===== src/rtl/keypad_scanner.sv =====
// keypad_scanner: 4x4 matrix keypad scanner with debounce
// and a one-deep key buffer handed off via valid/ready.
//
// Ports:
//   clk       sole clock, rising edge
//   reset     asynchronous, active-low
//   row_n     row sense lines, active-low, async to clk
//   col_n     column strobes, exactly one bit low
//   key_code  accepted key {row[1:0], col[1:0]}
//   key_valid key_code holds an unconsumed key
//   key_ready consumer takes key_code this cycle
//   key_held  accepted key still physically pressed
//   overrun   one-cycle pulse: new key dropped
module keypad_scanner #(
   parameter int unsigned DEBOUNCE_SCANS = 4
) (
   input  logic       clk,
   input  logic       reset,
   input  logic [3:0] row_n,
   output logic [3:0] col_n,
   output logic [3:0] key_code,
   output logic       key_valid,
   input  logic       key_ready,
   output logic       key_held,
   output logic       overrun
);

   typedef enum logic [1:0] {
      SCAN,
      DEBOUNCE,
      HELD,
      RELEASE
   } state_t;

   localparam logic [3:0] DB_N = 4'(DEBOUNCE_SCANS);

   logic [3:0] row_meta;
   logic [3:0] rows_s;
   logic [7:0] scan_cnt;
   logic [1:0] col_idx;
   logic       sample;
   logic       col_step;
   logic       press;
   logic [1:0] press_row;
   state_t     state;
   state_t     state_nx;
   logic [3:0] cnt;
   logic [3:0] cnt_nx;
   logic [3:0] cnt_inc;
   logic [1:0] row_cap;
   logic [1:0] row_cap_nx;
   logic       accept;
   logic       load;
   logic       drop;
   logic       take;

   always_ff @(posedge clk or negedge reset) begin
      if (!reset) begin
         row_meta <= 4'hF;
         rows_s   <= 4'hF;
      end else begin
         row_meta <= row_n;
         rows_s   <= row_meta;
      end
   end

   // Sample one cycle before the column moves so the
   // rows have had the whole column slot to settle.
   assign sample   = (scan_cnt == 8'hFE);
   assign col_step = (scan_cnt == 8'hFF) && (state == SCAN);

   always_ff @(posedge clk or negedge reset) begin
      if (!reset) begin
         scan_cnt <= 8'h00;
         col_idx  <= 2'd0;
      end else begin
         scan_cnt <= scan_cnt + 8'd1;
         if (col_step) begin
            col_idx <= col_idx + 2'd1;
         end
      end
   end

   always_comb begin
      col_n = 4'b1110;
      unique case (col_idx)
         2'd0: col_n = 4'b1110;
         2'd1: col_n = 4'b1101;
         2'd2: col_n = 4'b1011;
         2'd3: col_n = 4'b0111;
         default: col_n = 4'b1110;
      endcase
   end

   // Only a single low row is a press; ghosting or
   // multiple keys in one column read as no press.
   always_comb begin
      press     = 1'b0;
      press_row = 2'd0;
      unique case (rows_s)
         4'b1110: begin
            press     = 1'b1;
            press_row = 2'd0;
         end
         4'b1101: begin
            press     = 1'b1;
            press_row = 2'd1;
         end
         4'b1011: begin
            press     = 1'b1;
            press_row = 2'd2;
         end
         4'b0111: begin
            press     = 1'b1;
            press_row = 2'd3;
         end
         default: begin
            press     = 1'b0;
            press_row = 2'd0;
         end
      endcase
   end

   assign cnt_inc = cnt + 4'd1;

   always_comb begin
      state_nx   = state;
      cnt_nx     = cnt;
      row_cap_nx = row_cap;
      accept     = 1'b0;
      if (sample) begin
         unique case (state)
            SCAN: begin
               if (press) begin
                  row_cap_nx = press_row;
                  cnt_nx     = 4'd1;
                  if (DB_N == 4'd1) begin
                     state_nx = HELD;
                     accept   = 1'b1;
                  end else begin
                     state_nx = DEBOUNCE;
                  end
               end
            end
            DEBOUNCE: begin
               if (press && press_row == row_cap) begin
                  cnt_nx = cnt_inc;
                  if (cnt_inc == DB_N) begin
                     state_nx = HELD;
                     accept   = 1'b1;
                  end
               end else begin
                  state_nx = SCAN;
               end
            end
            HELD: begin
               // A single quiet sample already
               // completes a release when N is 1.
               if (!press) begin
                  cnt_nx = 4'd1;
                  if (DB_N == 4'd1) begin
                     state_nx = SCAN;
                  end else begin
                     state_nx = RELEASE;
                  end
               end
            end
            RELEASE: begin
               if (!press) begin
                  cnt_nx = cnt_inc;
                  if (cnt_inc == DB_N) begin
                     state_nx = SCAN;
                  end
               end else if (press_row == row_cap) begin
                  state_nx = HELD;
               end
            end
            default: state_nx = SCAN;
         endcase
      end
   end

   always_ff @(posedge clk or negedge reset) begin
      if (!reset) begin
         state   <= SCAN;
         cnt     <= 4'd0;
         row_cap <= 2'd0;
      end else begin
         state   <= state_nx;
         cnt     <= cnt_nx;
         row_cap <= row_cap_nx;
      end
   end

   assign key_held = (state == HELD) || (state == RELEASE);

   // A consume in the accept cycle frees the buffer
   // for the new key, so it loads instead of dropping.
   assign load = accept && (!key_valid || key_ready);
   assign drop = accept && key_valid && !key_ready;
   assign take = !accept && key_valid && key_ready;

   always_ff @(posedge clk or negedge reset) begin
      if (!reset) begin
         key_code  <= 4'h0;
         key_valid <= 1'b0;
         overrun   <= 1'b0;
      end else begin
         overrun <= 1'b0;
         unique case (1'b1)
            load: begin
               key_code  <= {row_cap_nx, col_idx};
               key_valid <= 1'b1;
            end
            drop: overrun <= 1'b1;
            take: key_valid <= 1'b0;
            default: ;
         endcase
      end
   end

endmodule


===== config.mk =====
export PLATFORM = sky130hd
export DESIGN_NAME = keypad_scanner
export DESIGN_NICKNAME = d
export VERILOG_FILES = /design/src/rtl/keypad_scanner.sv
export SDC_FILE = /design/constraint.sdc
export NUM_CORES = 1
export LEC_CHECK = 0
export BUFFER_PORTS_ARGS = -buffer_cell sky130_fd_sc_hd__buf_4
export CORE_UTILIZATION = 55
export DETAILED_ROUTE_END_ITERATION = 8
export PLACE_DENSITY_LB_ADDON = 0.15
export SYNTH_ARGS = -nofsm -noshare
export SYNTH_HDL_FRONTEND = slang
export SYNTH_SLANG_ARGS = --single-unit

===== constraint.sdc =====
create_clock -name clk -period 2.9 [get_ports clk]
set_input_delay 0 -clock clk [delete_from_list [all_inputs] [get_ports clk]]
set_output_delay 0 -clock clk [all_outputs]
set_load 0.01 [all_outputs]

# ---- Word-level counts from Yosys, hierarchy flattened
# Cells that the tools add are included.
# Widths: inputs -> output; s select.
dict set report word_totals {
  wordCells 77
  reg_bits 32
}
dict set report op_classes {
  muxes 25
  addsub 3
  eq_ne 21
  n_reduce_logical 18
}
# operator count
set ops {}
lappend ops {{$pmux 4 s4} 2}
lappend ops {{$mux 2} 10}
lappend ops {{$eq 8x8->1 const B} 2}
lappend ops {{$mux 4} 4}
lappend ops {{$eq 4x4->1 const B} 3}
lappend ops {{$ne 3x3->1 const B} 3}
lappend ops {{$add 8x1->8 const B} 1}
lappend ops {{$eq 2x2->1 const B} 4}
lappend ops {{$eq 4x3->1 const B} 2}
lappend ops {{$ne 2x2->1 const B} 4}
lappend ops {{$pmux 2 s4} 1}
lappend ops {{$logic_and 1x1->1} 7}
lappend ops {{$mux 1} 6}
lappend ops {{$pmux 2 s3} 1}
lappend ops {{$reduce_and 6->1} 1}
lappend ops {{$reduce_and 5->1} 1}
lappend ops {{$add 4x1->4 const B} 1}
lappend ops {{$eq 2x1->1 const B} 2}
lappend ops {{$logic_not 2->1} 2}
lappend ops {{$reduce_or 4->1} 1}
lappend ops {{$logic_not 1->1} 3}
lappend ops {{$add 2x1->2 const B} 1}
lappend ops {{$eq 2x2->1} 1}
lappend ops {{$logic_or 1x1->1} 2}
lappend ops {{other kinds (2)} 2}

# ---- Logic depth before layout (Yosys ltp)
dict set report depth {
  depth_word 11
  mapped_depth 7
  mapped_depth_nobuf 7
}

# ---- Worst setup path after synthesis
# Ideal clock, no wire load.
dict set report synth_path {
  path_type {flip-flop to flip-flop}
  startpoint {reg rows_s[1]}
  endpoint {reg key_code[0]}
  path_slack_ns 0.698
  arrival_ns 2.077
  path_stages_with_launch 7
  cell_sequence {dfstp_2 buf_4 or3b_1 a211oi_2 nor2b_1 a2111oi_4 mux2_2}
}
dict set report synth_via {
  elab_chain_len 8
  word_cells_on_any_way 13
  classes_between {5 x eq/ne; 5 x mux; 3 x reduce/logical}
}
# item line_no
set synth_lines {}
lappend synth_lines {{start, declared} 38} ;# logic [3:0] rows_s;
lappend synth_lines {{start signal, assigned} 63} ;# rows_s <= row_meta;
lappend synth_lines {{$eq 4x3->1 or $eq 4x4->1 (tied branches)} 100} ;# unique case (rows_s)
lappend synth_lines {{$pmux 2 s3 or $reduce_or 4->1 (tied branches)} -}
lappend synth_lines {{$eq 2x2->1 or $mux 1 (tied branches)} {146, 100}}
lappend synth_lines {{$logic_and 1x1->1 *} 146} ;# if (press && press_row == row_cap) begin
lappend synth_lines {{$mux 1 *} 146}
lappend synth_lines {{$mux 1 *} 132} ;# unique case (state)
lappend synth_lines {{$mux 1 *} 131} ;# if (sample) begin
lappend synth_lines {{$logic_and 1x1->1 *} 199} ;# assign load = accept && (!key_valid || key_ready);
lappend synth_lines {{end signal, assigned} 212} ;# key_code <= {row_cap_nx, col_idx};
lappend synth_lines {{end, declared} 21} ;# output logic [3:0] key_code,
# Mark *: on every way between the ends. The rest lies on a longest branch, timed or not.
# A chain may end at the register's enable or synchronous reset.

# ---- Worst setup path in the final report
dict set report layout_path {
  startpoint {reg cnt[0]}
  endpoint {reg key_code[1]}
}
dict set report layout_via {
  elab_chain_len 7
}
# item line_no
set layout_lines {}
lappend layout_lines {{start, declared} 47} ;# logic [3:0] cnt;
lappend layout_lines {{start signal, assigned} 190} ;# cnt <= cnt_nx;
lappend layout_lines {{$add 4x1->4} 124} ;# assign cnt_inc = cnt + 4'd1;
lappend layout_lines {{$eq 4x3->1} 148} ;# if (cnt_inc == DB_N) begin
lappend layout_lines {{$mux 1} 148}
lappend layout_lines {{$mux 1} 146}
lappend layout_lines {{$mux 1} 132}
lappend layout_lines {{$mux 1} 131}
lappend layout_lines {{$logic_and 1x1->1} 199}
# Every way passes these cells.

==> impl_metrics.env <==
export IMPL_power_net_switching_uw=177
export IMPL_layout_drive_gt1_share=0.249
export IMPL_wl_per_cell_um=14.5
export IMPL_crit_path_cell_trace="ha_1 > nor4b_1 > o21ai_0 > a2111oi_4 > mux2_2"
export IMPL_endpoint="key_code[1]"
export IMPL_synth_flop_cell="dfrtp_1"
export IMPL_rr_endpoint="key_code[1]"
export IMPL_core_area_um2=2780
export IMPL_grt_max_degree=33
export IMPL_maxCapViolCount=0
export IMPL_numCtsBuffers=5
export IMPL_syn_nets=162
export IMPL_netlist_top_cells_area="dfrtp_1, dfstp_2, ha_1"
export IMPL_grt_use_total=0.214
export IMPL_internal_power_uw=567
export IMPL_clk_latency_ns=0.34
export IMPL_synth_area_um2=1620
export IMPL_root_buffer="clkbuf_4"
export IMPL_hp_class="input port to asynchronous set/reset pin"
export IMPL_drtIter0Drc=28
export IMPL_slew_headroom=0.461
export IMPL_synth_edf_count=0
export IMPL_yosysTopAreaCellShare=0.370
export IMPL_routed_via_density=5.82
export IMPL_antenna_cells=0
export IMPL_antenna_found_initial=0
export IMPL_clock_path_buffers=2
export IMPL_syn_avg_cell_area_um2=11.0
export IMPL_cp_startpoint="cnt[0]"
export IMPL_areaGrowthSynthToFinish_pct=15.9
export IMPL_cts_sinks=32
export IMPL_max_stage_delay_ns=0.51
export IMPL_hold_violations=0
export IMPL_critPathKind="flip-flop to flip-flop"
export IMPL_setup_violations=0
export IMPL_setup_tns_ns=0
export IMPL_htree_levels=2
export IMPL_grt_overflow=0
export IMPL_place_congestion=0.802
export IMPL_synth_most_common_cell="dfrtp_1"
export IMPL_tightest_slew_ns=0.800
export IMPL_rsz0062_at_grt="false"
export IMPL_seq_area_frac_synth=0.500
export IMPL_drv_slew=0
export IMPL_synth_warnings=0
export IMPL_async_flop_share=1.00
export IMPL_cp_slowest_cell="a2111oi_4"
export IMPL_pwr_share_clk=0.331
export IMPL_io_buffers=17
export IMPL_start_util=0.583
export IMPL_skew_ns=0.0129
export IMPL_ant_nets=0
export IMPL_p_sw_frac=0.238
export IMPL_whs_ns=0.123
export IMPL_dp_hpwl_mm=2.06
export IMPL_num_vias=1187
export IMPL_fin_crit_sh=0.810
export IMPL_synth_cell_types=43
export IMPL_ir_drop_v=0.000384
export IMPL_pwr_share_comb=0.047
export IMPL_r2r_cells=5
export IMPL_r2r_slack_ns=0.55
export IMPL_critical_path_startpoint_type="flip-flop"
export IMPL_final_nets=187
export IMPL_endpoint_kind="flip-flop"
export IMPL_fp_dieH_um=56.3
export IMPL_clkSlewWorstSetupHoldPaths_ns=0.11
export IMPL_crit_arrival_ns=2.57
export IMPL_cp_required_ns=3.12
export IMPL_die_w_um=56.3
export IMPL_grt_pass1_vias=1170
export IMPL_yosysTopAreaCell="dfrtp_1"
export IMPL_synth_seq_cells=32
export IMPL_grt_pass1_wl_mm=5.12
export IMPL_critPathMaxFanout=7
export IMPL_wl_mm=2.96
export IMPL_io_pins=18
export IMPL_rr_startpoint="cnt[0]"
export IMPL_seq_power_share=0.622
export IMPL_die_area_um2=3170
export IMPL_std_cell_rows=19
export IMPL_post_route_util=0.676
export IMPL_clock_fmax_mhz=426
export IMPL_period_minus_slack_ns=2.35
export IMPL_outcome="finished clean"
export IMPL_dr_pass1_iters=4
export IMPL_synthTopCellsByCount="dfrtp_1, nand2_1, inv_1"
export IMPL_synth_cells=147
export IMPL_drc=0
export IMPL_power_uw=744
export IMPL_cts_tree="done"
export IMPL_leakage_nw=0.865
export IMPL_p_per_area_nw_per_um2=396
[cell families after synthesis]
group	count (synthesis)	share of synthesized area
flops	32	0.500
mux	5	0.0370
compound gates	27	0.131
simple gates	52	0.190
buf+inv	15	0.0370
xor+xnor	8	0.0432
fa+ha+maj	8	0.0617
[layer usage]
layer / part of all wire / track usage
met3: 0.050 / 0.0714
met2: 0.50 / 0.354
met5: 0 / 0
met4: 0.0081 / 0.0767
met1: 0.44 / 0.262
[how the worst min path moves through the flow]
stage / from / endpoint / slack (ns)
detailed placement: reset / col_idx[0] / -0.05
global route: reset / col_idx[0] / 0.14
floorplan: reset / cnt[0] / -0.30
CTS: reset / col_idx[0] / 0.11
finish: reset / col_idx[0] / 0.12
global placement: reset / col_idx[0] / -0.05
[flip-flops by register name, indices dropped and copies added (netlist names), 2 cells and up]
| name | cells |
|---|---|
| cnt | 4 |
| col_idx | 2 |
| key_code | 4 |
| row_cap | 2 |
| row_meta | 4 |
| rows_s | 4 |
| scan_cnt | 8 |
| state | 2 |
[metrics by stage]
| step | area [um^2] | cells | setup slack, ns |
|---|---|---|---|
| finish | 1880 | 204 | 0.552 |
| CTS | 1880 | 204 | 0.543 |
| global placement | 1770 | 190 | 0.645 |
| global route | 1880 | 204 | 0.408 |
| detailed placement | 1770 | 190 | 0.554 |
| floorplan | 1620 | 147 | 0.698 |
[area by class of cell]
cell class              instances  area, um^2
multi-input cells             100         752
inverters                      10        37.5
flip-flops and latches         32         811
clock inverters                 2        12.5
fillers                       213         901
clock buffers                   6        41.3
well taps                      31        38.8
repair buffers                 23         188
[power by group through the flow]
| stage | sequential [mW] | clock, mW | combinational [mW] |
|---|---|---|---|
| detailed placement | 0.471 | 0 | 0.0286 |
| global route | 0.464 | 0.275 | 0.0390 |
| finish | 0.463 | 0.246 | 0.0349 |
| global placement | 0.470 | 0 | 0.0277 |
| floorplan | 0.467 | 0 | 0.0154 |
| CTS | 0.463 | 0.257 | 0.0350 |
[layout by cell type, fill, tap and decap left out, drive strengths merged, types with 3 or more instances in the layout]
| master | n |
|---|---|
| inv | 10 |
| nand2b | 4 |
| dfrtp | 24 |
| nand3 | 7 |
| ha | 8 |
| buf | 17 |
| mux2 | 5 |
| o31ai | 3 |
| dfstp | 8 |
| clkbuf | 6 |
| nand3b | 5 |
| xnor2 | 5 |
| and3b | 3 |
| dlygate4sd3 | 6 |
| xor2 | 3 |
| nand2 | 11 |
| o21ai | 8 |
| nor2 | 4 |
[repair_timing]
action                                 CTS  global route
resized for setup                        0             0
buffers inserted                         0             0
hold buffers                             6             0
endpoints found under the hold margin   38             0
[worst max-delay path, delay by kind of cell, from the launching register on]
| family | cells | cell delay, ns |
|---|---|---|
| AOI/OAI and AO/OA | 2 | 0.84 |
| DFF | 1 | 0.47 |
| muxes | 1 | 0.38 |
| and+or+nand+nor | 1 | 0.28 |
| adders and majority gates | 1 | 0.27 |
(Power assumes the default switching activity.)
